==> src/rtl/pcie_flow_ctrl_rx.sv <==
// ---------------------------------------------------------------------------
// pcie_flow_ctrl_rx
//   Receives data-link-layer packets (DLLPs) from an AXI-stream, checks the
//   16-bit link CRC, decodes flow-control DLLPs for VC0 and keeps the
//   advertised credit limits of the link partner.
//
//   Framing: two beats per DLLP. Beat 0 carries the four DLLP bytes (byte 0
//   in tdata[7:0]). Beat 1 carries the transmitted CRC in tdata[15:0] and
//   has tlast=1.
//
// Ports
//   clk_i, rst_i           clock, asynchronous active-low reset
//   flow_ctrl_clear_i      synchronous clear of credits and flags (link down)
//   s_axis_*               received DLLP stream; tready=rst_i (no back-pressure)
//   p/np/cpl_hdr_o         stored header credit limits (8 bit)
//   p/np/cpl_data_o        stored data credit limits (12 bit)
//   fc1/fc2_values_stored_o  init-phase completion flags
//   update_fc_o            1-cycle pulse on an accepted UpdateFC
//   crc_err_o              1-cycle pulse on a DLLP with bad CRC
//   malformed_o            1-cycle pulse on a framing error
// ---------------------------------------------------------------------------

// Link CRC over one 32-bit DLLP body. Polynomial x^16+x^12+x^3+x+1 (100Bh);
// data bits enter in wire order, tdata[0] first.
module pcie_datalink_crc (
  input  logic [15:0] crc_in,
  input  logic [31:0] data_in,
  output logic [15:0] crc_out
);

  function automatic logic [15:0] crc16_dw(input logic [15:0] seed,
                                           input logic [31:0] data);
    logic [15:0] crc;
    logic        fb;
    crc = seed;
    for (int k = 0; k < 32; k++) begin
      fb  = crc[15] ^ data[k];
      crc = {crc[14:0], 1'b0};
      if (fb) begin
        crc = crc ^ 16'h100B;
      end else begin
        crc = crc;
      end
    end
    return crc;
  endfunction

  assign crc_out = crc16_dw(crc_in, data_in);

endmodule

module pcie_flow_ctrl_rx #(
  parameter int DATA_WIDTH = 32,
  parameter int KEEP_WIDTH = DATA_WIDTH / 8,
  parameter int USER_WIDTH = 3
) (
  input  logic                  clk_i,
  input  logic                  rst_i,
  input  logic                  flow_ctrl_clear_i,
  input  logic [DATA_WIDTH-1:0] s_axis_tdata,
  input  logic [KEEP_WIDTH-1:0] s_axis_tkeep,
  input  logic                  s_axis_tvalid,
  input  logic                  s_axis_tlast,
  input  logic [USER_WIDTH-1:0] s_axis_tuser,
  output logic                  s_axis_tready,
  output logic [7:0]            p_hdr_o,
  output logic [7:0]            np_hdr_o,
  output logic [7:0]            cpl_hdr_o,
  output logic [11:0]           p_data_o,
  output logic [11:0]           np_data_o,
  output logic [11:0]           cpl_data_o,
  output logic                  fc1_values_stored_o,
  output logic                  fc2_values_stored_o,
  output logic                  update_fc_o,
  output logic                  crc_err_o,
  output logic                  malformed_o
);

  typedef enum logic [1:0] {
    ST_HDR   = 2'd0,
    ST_CRC   = 2'd1,
    ST_DRAIN = 2'd2
  } state_t;

  state_t           state_r, state_s;
  logic [31:0]      dword_r;
  logic [15:0]      crc_r;
  logic [15:0]      crc_s;
  logic             beat_s;
  logic             load_s;
  logic             done_s;
  logic             malformed_s;
  logic             crc_ok_s;
  logic             crc_bad_s;
  logic             dllp_ok_s;

  logic             is_init_s;   // InitFC1 or InitFC2
  logic             is_fc2q_s;   // InitFC2 or UpdateFC (qualifies for fc2 flag)
  logic             is_upd_s;    // UpdateFC
  logic [2:0]       sel_s;       // one-hot class: {Cpl, NP, P}
  logic [7:0]       hdr_fc_s;
  logic [11:0]      data_fc_s;

  logic [2:0][7:0]  hdr_r, hdr_s;
  logic [2:0][11:0] data_r, data_s;
  logic [2:0]       seen_r, seen_s;
  logic             fc1_r, fc1_s;
  logic             fc2_r, fc2_s;
  logic             upd_s;
  logic             upd_r, crc_err_r, malformed_r;

  // tkeep/tuser carry nothing for this framing; upper tdata bits are unused.
  logic unused_s;
  assign unused_s = ^{s_axis_tuser, s_axis_tkeep, s_axis_tdata};

  assign s_axis_tready = rst_i;
  assign beat_s        = s_axis_tvalid & s_axis_tready;

  pcie_datalink_crc u_crc (
    .crc_in  (16'hFFFF),
    .data_in (s_axis_tdata[31:0]),
    .crc_out (crc_s)
  );

  // Framing FSM: next state and beat classification.
  always_comb begin
    state_s     = state_r;
    load_s      = 1'b0;
    done_s      = 1'b0;
    malformed_s = 1'b0;
    case (state_r)
      ST_HDR: begin
        if (beat_s && s_axis_tlast) begin
          malformed_s = 1'b1;
        end else if (beat_s) begin
          load_s  = 1'b1;
          state_s = ST_CRC;
        end else begin
          state_s = ST_HDR;
        end
      end
      ST_CRC: begin
        if (beat_s && s_axis_tlast) begin
          done_s  = 1'b1;
          state_s = ST_HDR;
        end else if (beat_s) begin
          malformed_s = 1'b1;
          state_s     = ST_DRAIN;
        end else begin
          state_s = ST_CRC;
        end
      end
      ST_DRAIN: begin
        if (beat_s && s_axis_tlast) begin
          state_s = ST_HDR;
        end else begin
          state_s = ST_DRAIN;
        end
      end
      default: state_s = ST_HDR;
    endcase
  end

  // The transmitter sends the complement of the running CRC.
  assign crc_ok_s  = done_s & (s_axis_tdata[15:0] == ~crc_r);
  assign crc_bad_s = done_s & ~crc_ok_s;
  assign dllp_ok_s = crc_ok_s & (dword_r[2:0] == 3'd0);

  assign hdr_fc_s  = {dword_r[13:8], dword_r[23:22]};
  assign data_fc_s = {dword_r[19:16], dword_r[31:24]};

  // DLLP type decode into kind flags and one-hot credit class.
  always_comb begin
    is_init_s = 1'b0;
    is_fc2q_s = 1'b0;
    is_upd_s  = 1'b0;
    sel_s     = 3'b000;
    case (dword_r[7:4])
      4'h4: begin is_init_s = 1'b1; sel_s = 3'b001; end
      4'h5: begin is_init_s = 1'b1; sel_s = 3'b010; end
      4'h6: begin is_init_s = 1'b1; sel_s = 3'b100; end
      4'hC: begin is_init_s = 1'b1; is_fc2q_s = 1'b1; sel_s = 3'b001; end
      4'hD: begin is_init_s = 1'b1; is_fc2q_s = 1'b1; sel_s = 3'b010; end
      4'hE: begin is_init_s = 1'b1; is_fc2q_s = 1'b1; sel_s = 3'b100; end
      4'h8: begin is_upd_s = 1'b1; is_fc2q_s = 1'b1; sel_s = 3'b001; end
      4'h9: begin is_upd_s = 1'b1; is_fc2q_s = 1'b1; sel_s = 3'b010; end
      4'hA: begin is_upd_s = 1'b1; is_fc2q_s = 1'b1; sel_s = 3'b100; end
      default: sel_s = 3'b000;
    endcase
  end

  // Credit and flag next-state. Flags are tested on their current value so a
  // DLLP that completes FC1 cannot also complete FC2.
  always_comb begin
    seen_s = seen_r;
    for (int i = 0; i < 3; i++) begin
      if (dllp_ok_s && is_init_s && sel_s[i] && !seen_r[i]) begin
        hdr_s[i]  = hdr_fc_s;
        data_s[i] = data_fc_s;
        seen_s[i] = 1'b1;
      end else if (dllp_ok_s && is_upd_s && sel_s[i] && fc2_r) begin
        hdr_s[i]  = hdr_fc_s;
        data_s[i] = data_fc_s;
      end else begin
        hdr_s[i]  = hdr_r[i];
        data_s[i] = data_r[i];
      end
    end
    upd_s = dllp_ok_s & is_upd_s & fc2_r;
    fc2_s = fc2_r | (dllp_ok_s & is_fc2q_s & fc1_r);
    fc1_s = fc1_r | (&seen_s);
  end

  // FSM state and beat-0 capture (dword plus its CRC).
  always_ff @(posedge clk_i or negedge rst_i) begin
    if (!rst_i) begin
      state_r <= ST_HDR;
      dword_r <= 32'd0;
      crc_r   <= 16'd0;
    end else if (flow_ctrl_clear_i) begin
      state_r <= ST_HDR;
      dword_r <= 32'd0;
      crc_r   <= 16'd0;
    end else begin
      state_r <= state_s;
      if (load_s) begin
        dword_r <= s_axis_tdata[31:0];
        crc_r   <= crc_s;
      end
    end
  end

  // Stored credits, init flags and status pulses.
  always_ff @(posedge clk_i or negedge rst_i) begin
    if (!rst_i) begin
      hdr_r       <= '0;
      data_r      <= '0;
      seen_r      <= 3'b000;
      fc1_r       <= 1'b0;
      fc2_r       <= 1'b0;
      upd_r       <= 1'b0;
      crc_err_r   <= 1'b0;
      malformed_r <= 1'b0;
    end else if (flow_ctrl_clear_i) begin
      hdr_r       <= '0;
      data_r      <= '0;
      seen_r      <= 3'b000;
      fc1_r       <= 1'b0;
      fc2_r       <= 1'b0;
      upd_r       <= 1'b0;
      crc_err_r   <= 1'b0;
      malformed_r <= 1'b0;
    end else begin
      hdr_r       <= hdr_s;
      data_r      <= data_s;
      seen_r      <= seen_s;
      fc1_r       <= fc1_s;
      fc2_r       <= fc2_s;
      upd_r       <= upd_s;
      crc_err_r   <= crc_bad_s;
      malformed_r <= malformed_s;
    end
  end

  assign p_hdr_o             = hdr_r[0];
  assign np_hdr_o            = hdr_r[1];
  assign cpl_hdr_o           = hdr_r[2];
  assign p_data_o            = data_r[0];
  assign np_data_o           = data_r[1];
  assign cpl_data_o          = data_r[2];
  assign fc1_values_stored_o = fc1_r;
  assign fc2_values_stored_o = fc2_r;
  assign update_fc_o         = upd_r;
  assign crc_err_o           = crc_err_r;
  assign malformed_o         = malformed_r;

endmodule

==> config.mk <==
export PLATFORM = sky130hd
export DESIGN_NAME = pcie_flow_ctrl_rx
export DESIGN_NICKNAME = d
export VERILOG_FILES = /design/src/rtl/pcie_flow_ctrl_rx.sv
export SDC_FILE = /design/constraint.sdc
export NUM_CORES = 1
export LEC_CHECK = 0
export BUFFER_PORTS_ARGS = -buffer_cell sky130_fd_sc_hd__buf_2
export CAP_MARGIN = 10
export CORE_UTILIZATION = 50
export CTS_CLUSTER_DIAMETER = 60
export DETAILED_ROUTE_END_ITERATION = 10
export PLACE_DENSITY = 0.87
export SETUP_SLACK_MARGIN = 0.1
export SYNTH_ARGS = -nofsm -noshare
export SYNTH_HDL_FRONTEND = slang
export SYNTH_SLANG_ARGS = --single-unit
==> constraint.sdc <==
create_clock -name clk_i -period 2.5 [get_ports clk_i]
set_input_delay 0.125 -clock clk_i [delete_from_list [all_inputs] [get_ports clk_i]]
set_output_delay 0.125 -clock clk_i [all_outputs]
set_load 0.01 [all_outputs]
==> results.tsv <==
stage	metric	value	unit
run_status	status	finished clean	
setup_path	buffers plus inverters on the worst setup path	1	
floorplanning	Top-Level Pins	110	
power	maximum vdd drop	697	uV
synth	mean post-synth cell area	11.8	um2
floorplanning	row cnt	39	
drt	per-cell routed wire length	19.4	um
cts	clk_lat worst skew	0.41	ns
global_routing	vias in the first global route	4308	
global_routing	GR Util All Layers	25.7	%
timing	Hold Slack	0.0198	ns
cts	clock buffer count from CTS	17	
timing	setup TNS	0	ns
power	pwr dens	1020	nW/um2
drt	Vias	4370	
setup_path	R2R Setup Slk	0.18	ns
setup_path	Critical Path RT	2.76	ns
min_path	Hold WC Path Type	primary input to flip-flop	
synth	Ys Warns	0	
timing	min cycle time layout	2.32	ns
flow_run	Max Cap Viol	0	
cts	CTS tree	built	
timing	Peak Freq	431	MHz
floorplanning	Die H	110	um
timing	part of the cycle the worst path needs	92.7	%
timing	unrepaired setup endpoints after global routing	false	
timing	worst slew pin tran	0.759	ns
setup_path	critical path launch point type	flip-flop	
timing	fin worst setup slack	0.181	ns
timing	clk_skew	0.00779	ns
synth	number of synthesized register bits	113	
finish	# nets final	666	
finish	antenna cell count	0	
setup_path	CP cell instances	xnor2_1 > nor4_1 > nand4_1 > nor2_2 > and4b_1 > buf_12 > mux2i_2 > nor2_1	
synth	Netlist cell types	34	
drt	Via density	5.62	
placed_design	dpl ws	-0.0123	ns
global_routing	initial antenna violation count	0	
placed_design	post-DP HPWL	10500	um
setup_path	critical path's top delay family	simple AND/OR/NAND/NOR gates	
finish	final std cells w/o fill	778	
timing	Slew Viols, Final	0	
global_routing	largest net degree at the start of global routing	70	
cts	Sink Count	113	
setup_path	critical-path maximum fanout	20	
placed_design	routability cong.	0.941	
setup_path	endpoint class of the critical path	flip-flop	
synth	Syn Nets	538	
floorplanning	CORE AREA	11400	um2
timing	final setup violation count	0	
timing	max_slew headroom	49.4	%
synth	cells after synthesis	494	
cts	H-tree depth	4	
cts	clk root buf	clkbuf_16	
placed_design	placed insts	734	
setup_path	max incr delay on CP	0.39	ns
floorplanning	die area	12100	um2
power	Tot Pwr	7.52	mW
setup_path	CP max stage cell	dfrtp_1	
drt	DRT iter0 DRCs	446	
setup_path	Worst EP arrival	2.58	ns
finish	Area Growth Syn to Fin	26.8	%
drt	final WL	15100	um
drt	1st-pass router iterations	7	
synth	synthesized area	5830	um2
floorplanning	width of the die	110	um
drt	DR DRC count	0	
finish	share of layout cells above drive strength 1	30.1	%
setup_path	kind of critical path	flip-flop to flip-flop	
placed_design	Port Buffers	102	
drt	antenna viol nets, final	0	
cts	Reg clk slew, reported paths	0.05	ns
cts	Max Buffers Root-to-Sink	2	
floorplanning	Initial Util	51.2	%
global_routing	gr ovfl total	0	
power	Lkg Pwr	3.87	nW
timing	final hold violations	0	
synth	register area share after synthesis	48.5	%
global_routing	first-pass GRT wire length	22700	um
==> cells in the mapped netlist, drive strengths merged <==
| cell | count | share of area [%] |
|---|---|---|
| a41oi | 1 | 0.15 |
| nand4 | 3 | 0.32 |
| nor4 | 5 | 0.54 |
| a22o | 32 | 4.8 |
| nor4b | 1 | 0.15 |
| inv | 3 | 0.19 |
| a21boi | 1 | 0.13 |
| dfrtp | 113 | 49 |
| nor3 | 5 | 0.43 |
| a21oi | 4 | 0.34 |
| or3 | 1 | 0.11 |
| xnor3 | 16 | 6.4 |
| and4b | 1 | 0.17 |
| and4 | 1 | 0.15 |
| nand2 | 15 | 0.97 |
| o21ai | 14 | 1.2 |
| a31oi | 3 | 0.32 |
| xor3 | 2 | 0.82 |
| nand3 | 3 | 0.26 |
| xnor2 | 78 | 13 |
| xor2 | 22 | 3.4 |
| buf | 7 | 0.75 |
| and2 | 1 | 0.11 |
| nor2 | 73 | 4.7 |
| mux2i | 60 | 10 |
| clkbuf | 29 | 1.9 |
==> layout by cell type, fill, tap and decap left out, types with 4 or more instances in the layout <==
cell	count
nor4_1	4
buf_4	32
a22o_1	31
nor3_1	5
xnor3_2	9
dlygate4sd3_1	11
dfrtp_1	113
clkbuf_16	17
xnor2_1	70
xnor2_2	4
xnor2_4	4
mux2i_1	59
nor2_1	72
o21ai_0	14
nand2_1	15
clkinv_2	6
xnor3_1	6
buf_2	101
xor2_1	18
==> kinds of logic after synthesis <==
kind of cell | count (synthesis) | synth area share, %
flops | 113 | 48.5
simple gates | 109 | 7.90
mux | 60 | 10.3
xor+xnor | 118 | 23.5
buf+inv | 39 | 2.81
compound gates | 55 | 6.98
==> stage by stage <==
stage          util [%]  area [um2]
3_3_place_gp       58.9        6690
3_5_place_dp       58.9        6690
6_report           65.0        7390
4_1_cts            64.8        7370
2_1_floorplan         -        5910
5_1_grt            65.0        7390
==> layout make-up <==
type,instances,area [um2]
Fill cell,805,3980
Timing Repair Buffer,145,876
Sequential cell,113,2830
Inverter,3,11.3
Clock buffer,21,450
Tap cell,143,179
Clock inverter,11,114
Multi-Input combinational cell,342,2930
==> flip-flops by register name, indices dropped and copies added (netlist names), 8 cells and up <==
name	flops
np_hdr_o	8
crc_r	16
np_data_o	12
dword_r	27
p_hdr_o	8
p_data_o	12
cpl_hdr_o	8
cpl_data_o	12
==> path summary, 6_finish.rpt <==
path                                       start       endpoint  depth (start not counted)
worst min register to register          crc_r[0]       crc_r[0]                          2
worst min-delay path            s_axis_tdata[16]    dword_r[16]                          2
worst max-delay path                   crc_r[11]    p_data_o[4]                          8
worst max register to register         crc_r[11]    p_data_o[4]                          8
max in group asynchronous                  rst_i  cpl_data_o[2]                          4
min in group asynchronous                  rst_i    dword_r[23]                          3
==> worst reg2reg max path, stage by stage (launching register included) <==
cell and delay [ns]:
dfrtp_1 0.39, xnor2_1 0.17, nor4_1 0.32, nand4_1 0.21, nor2_2 0.20, and4b_1 0.28
buf_12 0.21, mux2i_2 0.32, nor2_1 0.07
==> per-layer routing <==
metal  global-route usage (%)  vias up  wire (um)
li1                         -     1935          -
met1                     31.9     2195       5980
met2                     42.8      196       7790
met3                     5.99       44        827
met4                     11.3        0        490
met5                        0        -          0
==> power breakdown <==
| part | switching, mW | internal, mW | leakage (nW) |
|---|---|---|---|
| clock | 0.811 | 1.48 | 0.276 |
| combinational | 1.48 | 1.73 | 2.03 |
| sequential | 0.0904 | 1.93 | 1.57 |
| total | 2.38 | 5.14 | 3.87 |
==> repair_timing <==
action	in CTS	in global routing
endpoints found under the hold margin	69	0
endpoints found under the setup margin	0	33
hold buffers	11	0
resized for setup	0	3
setup buffers	0	1
No activity file was read; power rests on OpenSTA's default activity.
